==> config.mk <==
export PLATFORM = sky130hd
export DESIGN_NAME = clz64_pipelined
export DESIGN_NICKNAME = d
export VERILOG_FILES = /design/src/rtl/clz64_pkg.sv /design/src/rtl/clz16.sv /design/src/rtl/clz64_pipelined.sv
export SDC_FILE = /design/constraint.sdc
export NUM_CORES = 1
export LEC_CHECK = 0
export ABC_CLOCK_PERIOD_IN_PS = 1500
export CORE_UTILIZATION = 38
export CTS_CLUSTER_SIZE = 40
export DETAILED_ROUTE_END_ITERATION = 10
export GPL_TIMING_DRIVEN = 0
export HOLD_SLACK_MARGIN = 0.06
export PLACE_DENSITY = 0.85
export SYNTH_ARGS = -nofsm -noshare
export SYNTH_HDL_FRONTEND = slang
export SYNTH_SLANG_ARGS = --single-unit
==> constraint.sdc <==
create_clock -name i_CLK -period 1.5 [get_ports i_CLK]
set_input_delay 0.3 -clock i_CLK [delete_from_list [all_inputs] [get_ports i_CLK]]
set_output_delay 0.3 -clock i_CLK [all_outputs]
set_load 0.05 [all_outputs]
==> src/rtl/clz64_pkg.sv <==
// clz64_pkg: shared constants, types and the segment-merge helper for the
// 64-bit count-leading-zeros unit.
//   CLZ64_W / CLZ64_CNT_W : operand width and result width (0..64 needs 7 bits)
//   CLZ16_W / CLZ16_CNT_W : leaf segment width and leaf count width (0..16)
// Segment k of the operand is counted from the MSB: segment 0 is bits 63:48.
package clz64_pkg;

  localparam int CLZ64_W     = 64;
  localparam int CLZ64_CNT_W = 7;
  localparam int CLZ16_W     = 16;
  localparam int CLZ16_CNT_W = 5;
  localparam int CLZ64_SEGS  = CLZ64_W / CLZ16_W;

  typedef logic [CLZ64_W-1:0]     clz64_word_t;
  typedef logic [CLZ64_CNT_W-1:0] clz64_cnt_t;
  typedef logic [CLZ16_CNT_W-1:0] clz16_cnt_t;

  typedef logic [CLZ64_SEGS-1:0][CLZ16_CNT_W-1:0] leaf_cnt_vec_t;
  typedef logic [CLZ64_SEGS-1:0]                  leaf_zero_vec_t;

  // Pick the first non-zero segment from the MSB side and add its leaf count
  // to 16*k. Iterating from the LSB segment upward lets the MSB-most non-zero
  // segment overwrite any earlier choice. All-zero falls through to 64.
  function automatic clz64_cnt_t clz64_merge(input leaf_cnt_vec_t  cnt,
                                             input leaf_zero_vec_t zero);
    clz64_cnt_t res;
    res = clz64_cnt_t'(CLZ64_W);
    for (int k = CLZ64_SEGS - 1; k >= 0; k--) begin
      if (!zero[k]) begin
        res = clz64_cnt_t'(k * CLZ16_W) + clz64_cnt_t'(cnt[k]);
      end
    end
    return res;
  endfunction

endpackage

==> src/rtl/clz16.sv <==
// clz16: purely combinational 16-bit count-leading-zeros leaf.
//   seg_i  [15:0] : segment, bit 15 is its MSB
//   cnt_o  [4:0]  : leading-zero count 0..16 (16 when the segment is zero)
//   zero_o        : segment is all zeros
module clz16
  import clz64_pkg::*;
(
  input  logic [CLZ16_W-1:0] seg_i,
  output clz16_cnt_t         cnt_o,
  output logic               zero_o
);

  // Ascending scan: the last assignment wins, i.e. the highest set bit.
  always_comb begin
    cnt_o = clz16_cnt_t'(CLZ16_W);
    for (int b = 0; b < CLZ16_W; b++) begin
      if (seg_i[b]) begin
        cnt_o = clz16_cnt_t'(CLZ16_W - 1 - b);
      end
    end
  end

  assign zero_o = ~|seg_i;

endmodule

==> src/rtl/clz64_pipelined.sv <==
// clz64_pipelined: registered 64-bit count-leading-zeros unit.
//   i_CLK        : clock, rising edge
//   i_RST        : asynchronous active-high reset, clears every flop
//   i_VALID      : i_WORD valid this cycle
//   i_WORD [63:0]: operand, bit 63 is the MSB
//   o_VALID      : o_COUNT / o_ZERO valid this cycle
//   o_COUNT [6:0]: leading-zero count, 0..64
//   o_ZERO       : operand was all zeros
// Build option: define CLZ64_PIPE_EN to register the four leaf results
// between the leaves and the merge, giving a 2-cycle latency instead of 1.
// Data flops load only on valid, so o_COUNT/o_ZERO hold across gaps.
module clz64_pipelined
  import clz64_pkg::*;
(
  input  logic        i_CLK,
  input  logic        i_RST,
  input  logic        i_VALID,
  input  clz64_word_t i_WORD,
  output logic        o_VALID,
  output clz64_cnt_t  o_COUNT,
  output logic        o_ZERO
);

  leaf_cnt_vec_t  leaf_cnt;
  leaf_zero_vec_t leaf_zero;

  // Leaf gi sees segment gi counted from the MSB.
  generate
    for (genvar gi = 0; gi < CLZ64_SEGS; gi++) begin : g_leaf
      clz16 u_clz16 (
        .seg_i  (i_WORD[CLZ64_W-1-gi*CLZ16_W -: CLZ16_W]),
        .cnt_o  (leaf_cnt[gi]),
        .zero_o (leaf_zero[gi])
      );
    end
  endgenerate

  // Inputs to the merge stage, either straight from the leaves or from the
  // optional intermediate register.
  logic           merge_valid;
  leaf_cnt_vec_t  merge_cnt;
  leaf_zero_vec_t merge_zero;

`ifdef CLZ64_PIPE_EN
  logic           s1_valid_q;
  leaf_cnt_vec_t  s1_cnt_q;
  leaf_zero_vec_t s1_zero_q;

  always_ff @(posedge i_CLK or posedge i_RST) begin
    if (i_RST) begin
      s1_valid_q <= 1'b0;
      s1_cnt_q   <= '0;
      s1_zero_q  <= '0;
    end else begin
      s1_valid_q <= i_VALID;
      if (i_VALID) begin
        s1_cnt_q  <= leaf_cnt;
        s1_zero_q <= leaf_zero;
      end
    end
  end

  assign merge_valid = s1_valid_q;
  assign merge_cnt   = s1_cnt_q;
  assign merge_zero  = s1_zero_q;
`else
  assign merge_valid = i_VALID;
  assign merge_cnt   = leaf_cnt;
  assign merge_zero  = leaf_zero;
`endif

  clz64_cnt_t count_d;
  logic       zero_d;

  assign count_d = clz64_merge(merge_cnt, merge_zero);
  assign zero_d  = &merge_zero;

  logic       valid_q;
  clz64_cnt_t count_q;
  logic       zero_q;

  always_ff @(posedge i_CLK or posedge i_RST) begin
    if (i_RST) begin
      valid_q <= 1'b0;
      count_q <= '0;
      zero_q  <= 1'b0;
    end else begin
      valid_q <= merge_valid;
      if (merge_valid) begin
        count_q <= count_d;
        zero_q  <= zero_d;
      end
    end
  end

  assign o_VALID = valid_q;
  assign o_COUNT = count_q;
  assign o_ZERO  = zero_q;

endmodule

==> out/qor.txt <==
Post-route DRC: 0
post-synthesis register bit count: 9
dpl cells: 266
worst flop-to-flop path endpoint: o_COUNT[3]
CTS tree: built
crit path launch: i_WORD[31]
routed vias: 1761
ANT cells: 0
Post-Syn Area: 0.00111 mm^2
Peak VDD IR: 443 uV
initial DRC count: 87
CP startpoint kind: input port
final setup fails: 8
Yosys top cell by area: dfrtp_1
dominant synthesized flop cell: dfrtp_1
synth cell count leaders: 29 x nor2_1, 15 x inv_1, 12 x o21ai_0
CP required: 1.69 ns
nets@finish: 328
Layout area overhead: 103%
Routed WL: 4720 um
GRT Overall Usage: 25.8%
Worst Setup End Kind: flop
setup slack after layout: -0.306 ns
pwr/cell area: 394 mW/mm^2
status: finished with violations
Clock Skew: 0 ns
worst hold path type: in -> async
Post-Syn Nets: 227
sequential share of power: 28.8%
Logic pwr share: 48.1%
most common cell in the netlist: nor2_1
synth unique cells: 37
die width: 56.2 um
initial antenna violation count: 0
PortBufs: 75
Slowest cell on crit path: or4_4
core area: 0.00276 mm^2
Final Instance Count excl. Fillers: 291
Worst-Skew Late Latency: 0.28 ns
RSZ-0062 raised after global routing: yes
vias per cell: 6.05
largest net degree at the start of global routing: 11
CP max stage delay: 0.46 ns
number of global-route vias before repair: 1589
Synth area leaders: dfrtp_1 20%, nor2_1 9.8%, nor4_1 6.2%
Mapped Cells: 160
share of post-route cells with drive strength above 1: 32.7%
switching power: 337 uW
Vert. Die Dim: 56.2 um
Initial Util: 40.4%
Die ar.: 0.00315 mm^2
ys async rst share: 100%
Final Hold Vio Count: 0
internal power: 553 uW
maxcap violations: 0
First-pass DRT Iterations: 4
WP data arrival: 2.00 ns
delay-heaviest family, CP: simple AND/OR/NAND/NOR gates
Net Sw Frac: 37.9%
worst r2r src: o_COUNT[3]
register area share after synthesis: 20.2%
Lkg Pwr: 0.972 nW
Avg Synthesized Cell Area: 6.97 um^2
Peak Freq: 554 MHz
grt ovf: 0
reg2reg setup slack: 0.73 ns
failing checks: negative setup slack
Yosys top cell area share: 20.2%
Worst-Margin Slew: 0.490 ns
Final period util: 120%
Antenna Nets Post-Route: 0
setup TNS: -1.60 ns
crit path cell chain: clkdlybuf4s15_2 -> or4_4 -> nor4_4 -> nand2_2 -> o311a_1 -> a31oi_1
hold-fix buffers at CTS: 0
root buf cell: clkbuf_4
row cnt: 19
Placer Congestion: 0.755
final worst path period need: 1.81 ns
Setup CP Type: in -> reg
max-slew violations: 0
DP HPWL: 2730 um
clock power share: 23.1%
Worst Path Buf+Inv: 1
pre-CTS setup slack: -0.978 ns
critical path fanouts, max: 4
R2R cell count: 2
clock transition at the registers of the reported paths: 0.07 ns
H-Tree Level Count: 1
Avg WL per Cell: 16.2 um
worst slew margin relative to its limit: 66.9%
# IOs: 76
Post-synth EDFFs: 0
TritonCTS Sinks: 9
Ys Warns: 0
first-pass GRT wire length: 6530 um
CTS buffer count: 3
CTS max path bufs: 2
cells by family after synthesis:
family                 count (synthesis)  share of synthesized area (%)
buffers and inverters                 17                           5.72
muxes                                  2                           1.91
DFF                                    9                           20.2
AOI/OAI and AO/OA                     47                           29.7
and+or+nand+nor                       85                           42.4
metal layers:
layer / global-route usage (%) / vias to the layer above / share of wire [%]
li1: - / 827 / -
met1: 27.4 / 821 / 36
met2: 49.0 / 94 / 54
met3: 2.33 / 19 / 6.7
met4: 14.6 / 0 / 3.5
met5: 0 / - / 0
worst reg2reg max path: stages (launching register included):
cell and delay, ns:
dfrtp_1 0.38, o21ai_0 0.19, a31oi_1 0.06
worst max-delay path by stage:
stage | to | slack, ns | depth (start not counted)
floorplan | o_COUNT[0] | -0.33 | 5
global placement | o_COUNT[0] | -0.93 | 6
detailed placement | o_COUNT[0] | -0.98 | 6
CTS | o_COUNT[0] | -0.24 | 8
global route | o_COUNT[1] | -0.35 | 6
finish | o_COUNT[1] | -0.31 | 6
final cells by class:
class	instances	area, um^2
inverter	15	56.3
buffer	2	8.76
clock buffer	4	26.3
timing repair buffer	96	840
fill	194	495
tap	31	38.8
multi-input combinational	134	1070
sequential	9	225
layout by cell type, fill, tap and decap left out, types with 5 or more instances in the layout:
cell / instances
nor3_1: 8
nor2_1: 24
o21ai_0: 6
clkdlybuf4s50_1: 11
nor2_2: 5
buf_6: 11
or4_4: 6
a21oi_1: 6
buf_2: 7
dlygate4sd2_1: 39
o21ai_1: 5
nand3_1: 5
buf_4: 16
nand2_2: 5
inv_1: 15
clkbuf_2: 6
nor4_4: 10
dfrtp_1: 9
through the flow:
step	cell area [um^2]	power [mW]	utilization (%)	hold slack, ns
6_report	2260	0.890	82.0	0.273
5_1_grt	2260	0.936	82.0	0.314
4_1_cts	2170	0.839	78.5	0.299
3_5_place_dp	1920	0.654	69.5	0.501
3_3_place_gp	1920	0.650	69.5	0.496
2_1_floorplan	1130	0.397	-	0.128
what timing repair did:
item                       in CTS  in global routing
resized for setup             151                 37
setup endpoints to repair      17                  9
buffers inserted               20                  4
pin swaps                      34                 24
registers in the layout, summed over array words and instances, names as in the netlist:
| signal | flops |
|---|---|
| o_COUNT | 7 |
| o_VALID | 1 |
| o_ZERO | 1 |
power groups by stage:
stage	Combinational, mW	Sequential [mW]	Clock (mW)
after floorplan	0.102	0.295	0
after global placement	0.389	0.261	0
after detailed placement	0.393	0.261	0
after CTS	0.390	0.256	0.193
after global routing	0.453	0.257	0.225
final	0.428	0.256	0.206
Note: power is estimated with default switching activity, not from simulation.
